==> src/rtl/jcs_pkg.sv <==
// Shared types and ASCII constants for the JRAM scan reader.
// Holds the FSM state encoding used by jram_reader.
package jcs_pkg;

  typedef enum logic [1:0] {
    IDLE  = 2'd0,
    SETUP = 2'd1,
    READ  = 2'd2,
    SHOW  = 2'd3
  } state_e;

  localparam logic [7:0] CH_DASH = 8'h2D;
  localparam logic [7:0] CH_ZERO = 8'h30;
  localparam logic [7:0] CH_A    = 8'h61;

  localparam logic [31:0] WORD_RST = {4{CH_DASH}};

endpackage

==> src/rtl/jram_reader_hex_ascii.sv <==
// Nibble to lowercase ASCII hex character.
// Purely combinational.
module hex_ascii
  import jcs_pkg::*;
(
  input  logic [3:0] nib,
  output logic [7:0] chr
);

  always_comb begin
    chr = CH_ZERO + {4'h0, nib};
    if (nib > 4'd9) begin
      chr = CH_A + {4'h0, nib} - 8'd10;
    end
  end

endmodule

==> src/rtl/jram_reader.sv <==
// Scans RAM addresses LO..HI, showing "aadd" for each byte read.
// Optional running checksum: define JRAM_READER_CSUM_EN.
module jram_reader
  import jcs_pkg::*;
#(
  parameter int DWELL      = 100000000,
  parameter int ENA_CYCLES = 2
) (
  input  logic        CLK,
  input  logic        RSTN,
  input  logic        START,
  input  logic        STOP,
  input  logic [7:0]  LO,
  input  logic [7:0]  HI,
  input  logic [7:0]  RDATA,
  output logic [7:0]  ADDR,
  output logic        RAM_ENA,
  output logic        RAM_SET,
  output logic [7:0]  DATA,
  output logic [31:0] WORD,
  output logic        BUSY,
  output logic        DONE,
  output logic [7:0]  CSUM
);

  localparam int DW_W = (DWELL > 1) ? $clog2(DWELL) : 1;
  localparam int EN_W = (ENA_CYCLES > 1) ? $clog2(ENA_CYCLES) : 1;
  localparam logic [DW_W-1:0] DW_LAST = DW_W'(DWELL - 1);
  localparam logic [EN_W-1:0] EN_LAST = EN_W'(ENA_CYCLES - 1);

  state_e           state_q, state_d;
  logic [7:0]       addr_q, addr_d;
  logic [7:0]       hi_q, hi_d;
  logic [7:0]       data_q, data_d;
  logic [31:0]      word_q, word_d;
  logic             done_q, done_d;
  logic [DW_W-1:0]  dcnt_q, dcnt_d;
  logic [EN_W-1:0]  ecnt_q, ecnt_d;

  logic [7:0] ch_ah, ch_al, ch_dh, ch_dl;

  hex_ascii u_hex_ah (.nib(addr_q[7:4]), .chr(ch_ah));
  hex_ascii u_hex_al (.nib(addr_q[3:0]), .chr(ch_al));
  hex_ascii u_hex_dh (.nib(RDATA[7:4]),  .chr(ch_dh));
  hex_ascii u_hex_dl (.nib(RDATA[3:0]),  .chr(ch_dl));

  always_comb begin
    state_d = state_q;
    addr_d  = addr_q;
    hi_d    = hi_q;
    data_d  = data_q;
    word_d  = word_q;
    done_d  = 1'b0;
    dcnt_d  = dcnt_q;
    ecnt_d  = ecnt_q;
    unique case (state_q)
      IDLE: begin
        if (START && !STOP) begin
          hi_d    = HI;
          addr_d  = LO;
          state_d = SETUP;
        end
      end
      SETUP: begin
        ecnt_d  = '0;
        state_d = READ;
      end
      READ: begin
        if (ecnt_q == EN_LAST) begin
          data_d  = RDATA;
          word_d  = {ch_ah, ch_al, ch_dh, ch_dl};
          dcnt_d  = '0;
          state_d = SHOW;
        end else begin
          ecnt_d = ecnt_q + EN_W'(1);
        end
      end
      SHOW: begin
        if (dcnt_q == DW_LAST) begin
          if (addr_q == hi_q) begin
            done_d  = 1'b1;
            state_d = IDLE;
          end else begin
            addr_d  = addr_q + 8'd1;
            state_d = SETUP;
          end
        end else begin
          dcnt_d = dcnt_q + DW_W'(1);
        end
      end
      default: state_d = IDLE;
    endcase
    // Abort wins over any capture or completion in the same cycle
    if (STOP && state_q != IDLE) begin
      state_d = IDLE;
      addr_d  = addr_q;
      data_d  = data_q;
      word_d  = word_q;
      done_d  = 1'b0;
    end
  end

  always_ff @(posedge CLK or negedge RSTN) begin
    if (!RSTN) begin
      state_q <= IDLE;
      addr_q  <= '0;
      hi_q    <= '0;
      data_q  <= '0;
      word_q  <= WORD_RST;
      done_q  <= 1'b0;
      dcnt_q  <= '0;
      ecnt_q  <= '0;
    end else begin
      state_q <= state_d;
      addr_q  <= addr_d;
      hi_q    <= hi_d;
      data_q  <= data_d;
      word_q  <= word_d;
      done_q  <= done_d;
      dcnt_q  <= dcnt_d;
      ecnt_q  <= ecnt_d;
    end
  end

`ifdef JRAM_READER_CSUM_EN
  logic [7:0] csum_q, csum_d;
  logic       start_ok, capture;

  assign start_ok = (state_q == IDLE) && START && !STOP;
  assign capture  = (state_q == READ) && (ecnt_q == EN_LAST) && !STOP;

  always_comb begin
    csum_d = csum_q;
    if (start_ok) begin
      csum_d = '0;
    end else if (capture) begin
      csum_d = csum_q + RDATA;
    end
  end

  always_ff @(posedge CLK or negedge RSTN) begin
    if (!RSTN) begin
      csum_q <= '0;
    end else begin
      csum_q <= csum_d;
    end
  end

  assign CSUM = csum_q;
`else
  assign CSUM = 8'h00;
`endif

  assign ADDR    = addr_q;
  assign RAM_ENA = (state_q == READ);
  assign RAM_SET = 1'b0;
  assign DATA    = data_q;
  assign WORD    = word_q;
  assign BUSY    = (state_q != IDLE);
  assign DONE    = done_q;

endmodule

==> config.mk <==
export PLATFORM = sky130hd
export DESIGN_NAME = jram_reader
export DESIGN_NICKNAME = d
export VERILOG_FILES = /design/src/rtl/jcs_pkg.sv /design/src/rtl/jram_reader_hex_ascii.sv /design/src/rtl/jram_reader.sv
export SDC_FILE = /design/constraint.sdc
export NUM_CORES = 1
export LEC_CHECK = 0
export ABC_AREA = 1
export BUFFER_PORTS_ARGS = -buffer_cell sky130_fd_sc_hd__buf_2
export CAP_MARGIN = 5
export CORE_ASPECT_RATIO = 1.75
export CORE_MARGIN = 4
export CORE_UTILIZATION = 55
export CTS_CLUSTER_SIZE = 40
export DETAILED_ROUTE_END_ITERATION = 16
export GPL_ROUTABILITY_DRIVEN = 0
export PLACE_DENSITY = 0.78
export SLEW_MARGIN = 0
export SYNTH_ARGS = -nofsm -noshare
export SYNTH_HDL_FRONTEND = slang
export SYNTH_SLANG_ARGS = --single-unit
==> constraint.sdc <==
create_clock -name CLK -period 4.9 [get_ports CLK]
set_input_delay 0.245 -clock CLK [delete_from_list [all_inputs] [get_ports CLK]]
set_output_delay 0.245 -clock CLK [all_outputs]
set_load 0.01 [all_outputs]
# ---- Word level (Yosys, flattened, before mapping)
# Index checks and enable logic that the tools add are counted.
# Widths: inputs -> output; s select.
dict set report op_classes {
  addsub 15
  n_lt_le_gt_ge 4
  n_eq_ne 13
  muxes 23
  bitwise_logic 1
  reduce_logical 13
}
# operator count
set op_table {}
lappend op_table {{$mux 8} 7}
lappend op_table {{$mux 27} 2}
lappend op_table {{$pmux 27 s2} 1}
lappend op_table {{$add 7x4->8 const A} 4}
lappend op_table {{$sub 8x4->8 const B} 4}
lappend op_table {{$add 6x4->7 const A} 4}
lappend op_table {{$add 27x1->27 const B} 1}
lappend op_table {{$eq 27x27->1 const B} 1}
lappend op_table {{$gt 4x4->1 const B} 4}
lappend op_table {{$pmux 8 s2} 1}
lappend op_table {{$reduce_and 3->1} 3}
lappend op_table {{$add 8x1->8 const B} 1}
lappend op_table {{$eq 8x8->1} 1}
lappend op_table {{$mux 2} 4}
lappend op_table {{$ne 2x2->1 const B} 4}
lappend op_table {{$pmux 2 s4} 1}
lappend op_table {{$reduce_bool 2->1} 4}
lappend op_table {{$mux 1} 6}
lappend op_table {{$ne 3x3->1 const B} 2}
lappend op_table {{$reduce_and 5->1} 1}
lappend op_table {{$eq 2x2->1 const B} 2}
lappend op_table {{$ne 3x1->1 const B} 1}
lappend op_table {{$eq 2x1->1 const B} 1}
lappend op_table {{$logic_and 1x1->1} 2}
lappend op_table {{7 further kinds} 7}
dict set report totals {
  register_bits 87
  input_bits 28
  out_inout_bits 60
  wordCells 77
}

# ---- Longest topological paths before layout
# Gate-level depths: netlist (run 1).
dict set report logic_depth {
  word_depth 5
  depth_mapped 13
  mapped_depth_nobuf 12
}

# ---- By module
# From an unflattened synthesis (run 1), not the netlist that was laid out.
dict set report hier_totals {
  cells_unflattened 634
  hier_area_um2 5230.0
}
# mod n_inst cells_each area_per_inst_um2 seq_area_each_um2
set modules_own_cells {}
lappend modules_own_cells {jram_reader 1 550 4749.6 2197.1}
lappend modules_own_cells {hex_ascii 4 21 120.1 0.0}

# ---- Worst setup path before layout (run 1)
# Ideal clock, no wire load.
dict set report synth_path {
  path_kind {reg-to-reg}
  start {reg dcnt_q[0]}
  end {reg dcnt_q[15]}
  setup_ns 0.119
  t_arrival_ns 1.616
  required_time_ns 4.781
  slack_ns 3.165
  stages_incl_launch_ff 12
  period_less_slack_ns 1.735
  path_cell_list {dfrtp_1 -> ha_1 -> nand2_2 -> nor2_4 -> nand2_4 -> nor2_4 -> nand2_4 -> nand2_8 -> nand2_4 -> nand2_8 -> buf_6 -> o21ai_2}
}
dict set report synth_via {
  elab_chain_len 3
  word_cells_on_any_way 6
}
# element line_no
set synth_lines {}
lappend synth_lines {{start: declaration} jram_reader.sv:37} ;# logic [DW_W-1:0] dcnt_q, dcnt_d;
lappend synth_lines {{start signal: assignment} jram_reader.sv:120} ;# dcnt_q <= dcnt_d;
lappend synth_lines {{$add 27x1->27 / $eq 27x27->1 (equally long branches)} {jram_reader.sv:88, jram_reader.sv:79}}
lappend synth_lines {{$mux 27 / $ne 2x2->1 (equally long branches)} n/a}
lappend synth_lines {{$pmux 27 s2 / $reduce_and 3->1 (equally long branches)} n/a}
# Several ways; a longest one is shown, not always the timed one. The select of a mux whose other input is x is not followed.
# A chain may end at the register's enable or synchronous reset.

# ---- Worst setup path in the final report (run 1)
dict set report layout_path {
  start {reg state_q[0]}
  end {reg dcnt_q[4]}
}
dict set report layout_via {
  elab_chain_len 3
  word_cells_on_any_way 7
}
# element line_no
set layout_lines {}
lappend layout_lines {{start: declaration} jram_reader.sv:31} ;# state_e state_q, state_d;
lappend layout_lines {{start signal: assignment} jram_reader.sv:114} ;# state_q <= state_d;
lappend layout_lines {{$eq 2x2->1} jram_reader.sv:56} ;# unique case (state_q)
lappend layout_lines {{$ne 2x2->1 (no line) (tied with other cells)} n/a}
lappend layout_lines {{$reduce_and 3->1 (no line)} n/a}
# Several ways; a longest one is shown, not always the timed one.

==> results of run 1 <==
-- through the flow --
step	hold slack, ns	instances
2_1_floorplan	-0.0506	679
4_1_cts	0.133	855
6_report	0.0997	855
3_5_place_dp	0.455	840
5_1_grt	0.145	855
3_3_place_gp	0.450	840
-- final cells by class --
type,instances,area [sq um]
fill,809,3330
inverter,68,255
timing repair buffer,76,388
clock buffer,12,236
clock inverter,3,17.5
multi-input combinational,493,2560
tap,120,150
sequential,83,2100
-- worst max path at each step --
stage	from	end	slack, ns
2_1_floorplan	dcnt_q[0]	dcnt_q[15]	3.17
3_3_place_gp	state_q[0]	dcnt_q[1]	2.51
3_5_place_dp	state_q[0]	dcnt_q[2]	2.44
4_1_cts	state_q[0]	dcnt_q[4]	2.36
5_1_grt	state_q[0]	dcnt_q[2]	2.17
6_report	state_q[0]	dcnt_q[4]	2.39
-- flip-flops by register name, summed over array words and instances, names as in the netlist --
name / flops
state_q: 2
dcnt_q: 27
hi_q: 8
DATA: 8
WORD: 28
ecnt_q: 1
DONE: 1
ADDR: 8
-- cell families (layout without fill, tap and decap cells) --
| logic type | after synthesis | count (layout) | share of synthesized area (%) |
|---|---|---|---|
| simple gates | 361 | 361 | 31.3 |
| buf+inv | 103 | 159 | 9.60 |
| flops | 83 | 83 | 41.2 |
| compound gates | 82 | 82 | 10.1 |
| xor+xnor | 16 | 16 | 2.75 |
| fa+ha+maj | 14 | 14 | 3.44 |
| mux | 7 | 7 | 1.50 |
| other cells | 1 | 13 | 0.0736 |
-- power by group --
part | total, uW | internal (uW) | switching (uW) | leakage, uW
Clock | 597 | 339 | 258 | 0.000122
Combinational | 1190 | 438 | 754 | 0.00163
Sequential | 1150 | 961 | 189 | 0.00103
Total | 2940 | 1740 | 1200 | 0.00278
-- routing by layer --
layer  track usage [%]  part of all wire (%)  up-vias
li1                  -                     -     2210
met4              13.8                   4.7        0
met1              25.0                    36     2145
met3              4.46                   4.4       42
met5                 0                     0        -
met2              43.2                    55      125
-- cell usage in the layout, fill, tap and decap left out, drive strengths merged, types with 3 or more instances in the layout --
cell type / Yosys / routed
a21oi: 15 / 15
a31oi: 3 / 3
buf: 27 / 76
clkbuf: 8 / 12
conb: 1 / 13
dfrtp: 67 / 67
dfstp: 16 / 16
ha: 14 / 14
inv: 68 / 68
mux2: 5 / 5
nand2: 210 / 210
nand3: 40 / 40
nand4: 5 / 5
nor2: 80 / 80
nor3: 18 / 18
o21ai: 59 / 59
o31ai: 3 / 3
or2: 3 / 3
xnor2: 5 / 5
xor2: 11 / 11
==> impl_summary.md, run 1 <==
Run status
The run finished with clean final reports.

Timing
Setup violations remaining at the end of the flow were counted as 0. The clock period could shrink to about 2.5 ns. Of the available clock period, the critical path in the final layout requires approximately half. The maximum frequency from static timing analysis is roughly 0.40 GHz. Setup repair after global routing left no endpoint under its margin.

For the final database, setup skew stands at between 0.005 and 0.006 ns. Summed over all failing endpoints, the final setup total negative slack is 0 ns. For the pin with the worst max-slew slack, the measured transition is ~1.0 ns.

The final critical-path setup slack is ~2.4 ns. The final-report hold violation count is 0. Headroom to the max-slew limit came out at 30.3%. The max-slew violation count is 0.

Setup path
The setup check on the worst reg-to-reg path leaves a slack of 2.39 ns. The worst setup path is launched from a flip-flop. The most numerous cell type found on the critical path is nand2_1. The largest stage delay on the critical path is between 0.5 and 0.6 ns. Traced cell by cell, the critical path runs through ha_1 > buf_4 > inv_1 > nand2_1 > a21oi_4 > nand2_1 > o21ai_1. Among all stages on the critical path, the largest delay is contributed by inv_1. Data on the critical path is required at its endpoint by 5.16 ns. Along the worst path, the maximum fanout reaches 25. The endpoint of the worst-slack reg-to-reg timing path is dcnt_q[4]. The critical path contains buffers and inverters numbering 2 combined. Data arrives at the worst endpoint at roughly 2.8 ns. Among cell families on the critical path, the largest total delay comes from buffers and inverters. In this run the number of cells on the critical path is 7. The type of element capturing the critical path is a flip-flop. The number of cells on the worst reg-to-reg path is 7.

The worst setup path is of the reg2reg kind. The worst register-to-register path begins at state_q[0].

Logic synthesis
The synthesized instance count is between 600 and 700. The area share of the largest cell type after synthesis is between 30% and 40%. Sorting the synthesized cells by area gives the leading types as dfrtp_1 33%, nand2_1 14%, dfstp_2 8.3%. Counting flops with a built-in enable in the synthesized netlist gives 0.

The number of storage elements in the synthesis netlist is 83. The flip-flop cell with the highest count after synthesis is dfrtp_1. The share of the yosys chip area belonging to registers is 41.2%.

The count of synthesis-stage warnings from yosys is 0. The async set-reset flop share out of synthesis is 100%. The dominant cell by count in the synthesized netlist is nand2_1.

By count the netlist is led by 196 x nand2_1, 75 x nor2_1, 67 x dfrtp_1, 67 x inv_1, 38 x nand3_1. The post-synthesis cell type count is between 40 and 50. Each instance of the synthesized netlist takes up on average 7.64 sq um. The netlist area before placement is slightly above 5000 sq um. The synthesized design spends more area on one cell type than any other, namely dfrtp_1.

Pwr
For this design the ratio of total power to cell area is about 520 nW/um^2. The completed layout was analyzed and its total power is 2940 uW. The leakage power summed over all cells is 0.00278 uW. IR analysis of the VDD net gives a maximum drop of ~210 uV.

Detailed routing
After detailed routing, the number of remaining DRC violations is 0. The post-route antenna net violation count is 0. The pre-antenna-repair detailed-routing pass consisted of 5 iterations. The routed length per placed instance is 14.5 um. The final routed wirelength across all metal layers is 12400 um. In the routed layout, each cell is associated on average with a via count of between 5 and 6. The overall via count from detail_route is 4522. The iteration-0 DRC count of the detailed router is approximately 260.

Floorplan
The initial utilization of the core area, before any placement, comes to between 50% and 60%. The total core area is between 9000 and 10000 sq um. From left edge to right edge, the die measures 80.7 um. The die height is between 100 and 150 um. The floorplan has 46 rows. The die covers ~11000 sq um. The I/O pin total is between 80 and 90.

CTS
The maximum count of clock buffers along a single path is 2. At the later pin of the worst-skew pair, clock insertion delay measures roughly 0.33 ns. Hold repair after CTS inserted 0 buffers. TritonCTS built the clock tree. After clock tree synthesis, the repair step resized 0 gates. TritonCTS created 9 clock buffers.

The H-tree was split into 3 levels. The post-CTS repair timing setup buffer count is 0. CTS saw a little over 80 sinks. Clock-pin slew was measured on the worst setup and hold paths at 0.06 ns. The tree is rooted in a clkbuf_16.

Final layout
The share of post-route cells with drive strength above 1 is roughly a fifth. The final net count is ~770. The number of antenna diodes in the final layout is 0. Compared with the post-synthesis result, the final layout area differs by 11.9%. The design area is 5700 sq um. Cells fill 63.1% of the core in the end.

Global routing
For this run the aggregate overflow at the end of global routing stands at 0. Entering global routing, the biggest net connects 84 pins. The via count of the first global-routing pass is between 4000 and 5000. The number of antenna violations at the first check in global routing is 0. The global routing usage summed across all routing layers is about a quarter. The first global-routing pass estimated ~20000 um of wire.

Job
The number of max-cap violations is 0.

Hold path
The min-delay analysis places its worst path in the category in2async.

Placed design
Port buffering added 74 buffers. OpenSTA, run right after detailed placement, puts the worst setup slack at about 2.4 ns. The placed wire-length estimate is between 9000 and 10000 um. Summing all placed instances gives a cell area of about 5400 sq um.
Power figures use the tool's default switching activity.
==> run 2: changes to the inputs <==
- CORE_UTILIZATION: 55 -> 51
- PLACE_DENSITY: 0.78 -> 0.77
- clock period: 4.9 -> 2.25 ns (I/O delays scaled with it)
==> run 2 against run 1 <==
Net effect:
- flip-flop and latch count did not move
- worst setup slack got worse by 2.0 ns
- cell count up 1.9%
- critical path depth rose by 1
- clock skew about the same
- power up 130%
- die area grew 7.2%
- worst hold slack lost 0.086 ns
- critical path type unchanged
==> impl_summary.md, run 2 (synthesized netlist as in run 1, its figures left out) <==
Timing
The clock skew came to 0.00586 ns (+0.000184 ns). The maximum frequency from static timing analysis is 0.534 GHz (+34%). The minimum clock period after layout is 1.87 ns (-0.643 ns).

Setup repair after global routing left no endpoint under its margin. The final-report hold violation count is 0 (unchanged). The share of the clock period used by the worst path came to 83.2% (+32 points). The setup TNS was 0 ns (unchanged). The final-report setup violation count is 0 (unchanged). The max-slew violation count came to 0 (unchanged).

Final layout
The share of post-route cells with drive strength above 1 is 22.7% (+1.3 points). The area growth from synthesis to layout is 15.3%. The number of antenna cells inserted is 0 (unchanged). Leaving out fill and tap cells, the most frequent cells in the layout are 196 x nand2_1, 75 x nor2_1, 73 x buf_2. The flip-flop count of the largest register, all copies and words added is 28 (unchanged). The final net count is 783 (+1.3%). The end-of-flow core utilization was 60.0% (-3.1 points). The library cell used most frequently in the layout, excluding fill and tap cells, is nand2_1.

Hold path
The kind of path behind the tightest hold check is in2reg.

Job
The number of max-cap violations is 0 (unchanged).

Setup path
The type of element capturing the critical path is a flip-flop. The setup slack of the most critical reg-to-reg path is 0.38 ns (-2.01 ns). The largest fanout on the critical path is 32 (+28%). The startpoint kind of the worst setup timing path is a flip-flop. The data arrival time of the critical path is 2.13 ns (-0.64 ns).

The setup path with the least slack is of type reg2reg. The endpoint required time on the critical path was 2.51 ns (-2.65 ns).

Floorplan
The total core area is 9790 sq um (+8.3%). The I/O pin total is 88 (unchanged). The x dimension of the die is 83.5 um (+3.5%). The starting density of the core was 52.0% (-4.3 points). The placement row count is 48 (+4.3%).

The area enclosed by the die boundary is 11700 sq um (+7.2%). The die height is 140 um (+3.6%).

CTS
The number of resized instances in the post-cts repair step is 0 (unchanged). TritonCTS built the clock tree. The worst-skew pair later-pin latency is 0.33 ns (about the same).

The clock sink count was 83 (unchanged). The maximum level of the CTS H-tree is 3 (unchanged). The maximum count of clock buffers along a single path is 2 (unchanged). The clock buffer count from CTS was 9 (unchanged). The root buffer cell chosen for the clock tree is clkbuf_16. The clock input transition at the sequential cells of the worst setup and hold paths is 0.06 ns (about the same).

Detailed routing
The count of unresolved DRC violations after routing is 0 (unchanged). The routed length per placed instance is 14.3 um (-1.4%). The first-pass iteration count of the detailed router was 5 (unchanged).

The final routed wirelength across all metal layers is 12500 um (+0.45%). The iteration-0 DRC count of the detailed router came to 202 (-21%). The average vias per placed instance is 5.19 (-1.8%). The post-route antenna net violation count was 0 (unchanged). The overall via count from detail_route is 4522 (unchanged).

Global routing
The wire length of the first global-routing pass was 21000 um (+2.7%). The via count of the first global-routing pass is 4573 (+1.6%). The global routing usage summed across all routing layers was 22.0% (-1.9 points). The pin count of the biggest net entering global routing is 41 (-51%). The remaining global-route overflow is 0 (unchanged). The number of antenna violations at the first check in global routing is 0 (unchanged).

Placed design
The port buffer count is 74 (unchanged). The placed wire-length estimate was 9620 um (+3.1%).

Pwr
The leakage power summed over all cells is 0.00287 uW (+3.3%). The power per standard cell area is 1160 nW/um^2 (+120%). The maximum ir drop on the vdd rail came to 579 uV (+170%).

Run status
The run finished with clean final reports.
## run 2: what timing repair did
action                                  in CTS  in global routing
endpoints found under the hold margin       22                  0
hold buffers                                 1                  0
endpoints found under the setup margin       0                  0
setup buffers                                0                  0
## run 2: power by group
| part | switching (uW) | internal [uW] |
|---|---|---|
| sequential | 371 | 2090 |
| clock | 584 | 1030 |
| combinational | 1710 | 1010 |
## run 2: final cells by class
class,instances,area [sq um]
clock buffer,12,256
clock inverter,4,73.8
fill,868,3920
inverter,68,255
multi-input combinational,493,2560
sequential,83,2100
tap,125,156
timing repair buffer,86,478
## run 2: critical path, cell delays in order, from the launching register on
cell     delay [ns]
dfrtp_1        0.41
inv_1          0.11
ha_1           0.22
inv_1          0.08
nor2_1         0.27
inv_1          0.24
nand2_8        0.28
nand2_1        0.11
o21ai_2        0.06
## run 2: per-layer routing
metal / vias up / track usage (%) / part of all wire [%]
li1: 2237 / - / -
met1: 2118 / 22.7 / 37
met2: 136 / 42.0 / 55
met3: 31 / 4.77 / 5.0
met4: 0 / 9.24 / 3.4
met5: - / 0 / 0
## run 2: final timing paths
kind	from	to	cells past startpoint
setup / recovery	state_q[0]	dcnt_q[3]	8
min in group asynchronous	RSTN	DATA[4]	2
hold reg to reg	WORD[0]	WORD[0]	2
hold / removal	HI[0]	hi_q[0]	2
setup reg to reg	state_q[0]	dcnt_q[3]	8
max in group asynchronous	RSTN	WORD[24]	3
## run 2: through the flow
| stage | setup WS (ns) | total power, uW | hold slack [ns] | area (sq um) | std cells |
|---|---|---|---|---|---|
| after floorplan | 0.515 | 4430 | -0.183 | 5140 | 679 |
| after global placement | 0.474 | 5120 | 0.0665 | 5530 | 854 |
| after detailed placement | 0.403 | 5230 | 0.0741 | 5530 | 854 |
| after CTS | 0.388 | 6880 | 0.000635 | 5870 | 871 |
| after global routing | 0.198 | 7310 | 0.00415 | 5870 | 871 |
| final | 0.379 | 6800 | 0.0137 | 5870 | 871 |
==> run 3: changes to the inputs <==
- clock period: 2.25 -> 1.7 ns (I/O delays scaled with it)
==> run 3 against run 2 <==
Net effect:
- the run now ends with negative setup slack left
- register-to-register slack lost 0.41 ns
- sequential share of layout area shrank 4.4 points
- clock skew grew 0.0036 ns
- cell area grew 14%
- critical endpoint is now dcnt_q[22]
- largest cell class unchanged
- highest routed layer unchanged
==> impl_summary.md, run 3 (synthesized netlist as in run 1, its figures left out) <==
Run status
The flow ran to the end, but the final reports show violations. The checks that failed: negative setup slack.

Floorplan
The starting density of the core is 52.0% (unchanged). The x dimension of the die is 83.5 um (unchanged). The I/O pin total is 88 (unchanged). The area enclosed by the die boundary is 11700 sq um (unchanged). The die height is 140 um (unchanged). The total core area is 9790 sq um (unchanged).

The placement row count came to 48 (unchanged).

Final layout
The library cells used most frequently in the layout, excluding fill and tap cells, are 189 x nand2_1, 73 x buf_2, 67 x nor2_1. The count of non-filler cells in the finished layout came to 936 (+7.5%). The final net count is 848 (+8.3%). The share of post-route cells with drive strength above 1 came to 32.6% (+9.9 points).

The layout filler cell count is 763 (-12%). The end-of-flow core utilization is 68.6% (+8.6 points). The area growth from synthesis to layout is 31.9%. The design area came to 6720 sq um (+14%). The leading cell type in the layout, fill and taps excluded is nand2_1. The flip-flop count of the largest register, all copies and words added came to 28 (unchanged). The area taken by flip-flops and latches is 2100 sq um (+0.24%). The area of combinational cells with multiple inputs is 2790 sq um (+9.0%).

The number of antenna cells inserted is 0 (unchanged).

Setup path
The largest fanout on the critical path is 4 (-88%). The destination of the critical timing path is dcnt_q[22]. The worst reg2reg path startpoint is dcnt_q[16]. STA classifies the critical path endpoint as a flip-flop. The setup slack of the most critical reg-to-reg path came to -0.03 ns (-0.41 ns). The depth of the worst register-to-register path came to 9 (+1). The classification of the worst setup path is reg2reg. The endpoint of the worst-slack reg-to-reg timing path is dcnt_q[22].

Tracing the worst setup path back leads to its startpoint at dcnt_q[16]. The data arrival time of the critical path came to 2.00 ns (-0.13 ns). The endpoint required time on the critical path is 1.98 ns (-0.53 ns). The startpoint kind of the worst setup timing path is a flip-flop.

Global routing
The global routing usage summed across all routing layers is 24.0% (+2.0 points). The wire length of the first global-routing pass came to 22600 um (+8.0%). The number of antenna violations at the first check in global routing is 0 (unchanged). The via count of the first global-routing pass is 4907 (+7.3%). The remaining global-route overflow is 0 (unchanged).

The pin count of the biggest net entering global routing is 66 (+61%).

Placed design
The cell area after placement is 5840 sq um (+5.6%). The placed wire-length estimate is 9930 um (+3.2%). The number of cells after detailed placement is 887 (+3.9%). The port buffer count is 74 (unchanged).

Detailed routing
The count of unresolved DRC violations after routing was 0 (unchanged). The post-route antenna net violation count is 0 (unchanged). The routed length per placed instance was 16.8 um (+17%). The overall via count from detail_route is 5169 (+14%). The average vias per placed instance was 5.52 (+6.4%).

The first-pass iteration count of the detailed router came to 5 (unchanged). The final routed wirelength across all metal layers came to 15700 um (+26%). The iteration-0 DRC count of the detailed router is 369 (+83%).

CTS
The maximum level of the CTS H-tree came to 3 (unchanged). The maximum count of clock buffers along a single path came to 2 (unchanged). The worst-skew pair later-pin latency is 0.35 ns (+0.02 ns). The clock input transition at the sequential cells of the worst setup and hold paths is 0.07 ns (about the same). The clock sink count came to 83 (unchanged). The clock buffer count from CTS is 9 (unchanged).

In this run the clock root is driven by a clkbuf_16. TritonCTS built the clock tree.

Pwr
The power per standard cell area was 1530 nW/um^2 (+32%). The sequential share of power is 31.6% (-4.6 points). The switching power total is 4170 uW (+56%). The combinational share of power was 45.9% (+5.9 points). The share of power burned in the clock network is 22.5% (-1.3 points). The total power draw is 10300 uW (+51%).

The maximum ir drop on the vdd rail is 915 uV (+58%). The leakage power summed over all cells is 0.00325 uW (+13%). The internal power summed over all cells is 6100 uW (+47%).

The proportion of total power due to net switching is 40.6% (+1.4 points).

Timing
The share of the clock period used by the worst path is 102% (+18 points). The max-slew violation count was 0 (unchanged). The maximum frequency from static timing analysis was 0.579 GHz (+8.3%).

The setup TNS is -0.0374 ns (-0.0374 ns). The final-report setup violation count is 2 (+2). The final-report hold violation count is 0 (unchanged). Setup repair after global routing could not meet its margin everywhere. The clock skew is 0.00943 ns (+0.00357 ns). The minimum clock period after layout is 1.73 ns (-0.144 ns).

The final critical-path setup slack is -0.0276 ns (-0.406 ns).

Hold path
The kind of path behind the tightest hold check is in2reg.

Job
The number of max-cap violations is 0 (unchanged).
[run 3: worst min path at each step]
stage	from	end	slack (ns)	depth (start not counted)
2_1_floorplan	RSTN	ADDR[0]	-0.21	0
3_3_place_gp	RSTN	DATA[6]	-0.02	1
3_5_place_dp	RSTN	DATA[6]	-0.02	1
4_1_cts	RDATA[7]	DATA[7]	0.0006	3
5_1_grt	RDATA[7]	DATA[7]	0.02	3
6_report	RDATA[7]	DATA[7]	0.008	3
[run 3: metal layers]
metal | wire length, um | share of wire (%) | track usage (%)
met1 | 5200 | 33 | 24.5
met2 | 8370 | 53 | 44.5
met3 | 1020 | 6.5 | 4.24
met4 | 1130 | 7.2 | 14.7
met5 | 0 | 0 | 0
[run 3: area by class of cell]
class                   count  area share, %
clock buffers              10           3.56
clock inverters             6           1.66
inverters                  68           3.84
multi-input cells         497           41.5
flip-flops and latches     83           31.3
well taps                 125           2.33
repair buffers            147           15.9
[run 3: worst max-delay path, stage by stage (launching register included)]
cell and delay, ns:
dfrtp_1 0.41, inv_1 0.08, buf_4 0.15, nor3_1 0.30, nand2_1 0.15, nor2_1 0.23, nand2_1 0.09, nand2_1 0.07
nand3_1 0.07, o21ai_2 0.11
[run 3: power groups by stage]
stage          Sequential, uW  Clock (uW)  Combinational, uW
2_1_floorplan            3450           0               2420
3_3_place_gp             3210           0               3810
3_5_place_dp             3240           0               3930
4_1_cts                  3210        2320               4090
5_1_grt                  3320        2420               5150
6_report                 3240        2310               4720
[run 3: what timing repair did]
action / 4_1_cts / 5_1_grt
endpoints found under the hold margin: 49 / 0
resized for setup: 5 / 48
cloned: 1 / 6
pin swaps: 1 / 18
hold buffers: 9 / 0
endpoints found under the setup margin: 22 / 55
buffers inserted: 0 / 18
[run 3: through the flow]
step                setup slack, ns  hold slack [ns]
finish                      -0.0276          0.00827
floorplan                   0.00408           -0.211
global route                 -0.141           0.0235
CTS                         0.00249         0.000628
detailed placement          -0.0310          -0.0177
global placement             0.0333          -0.0249
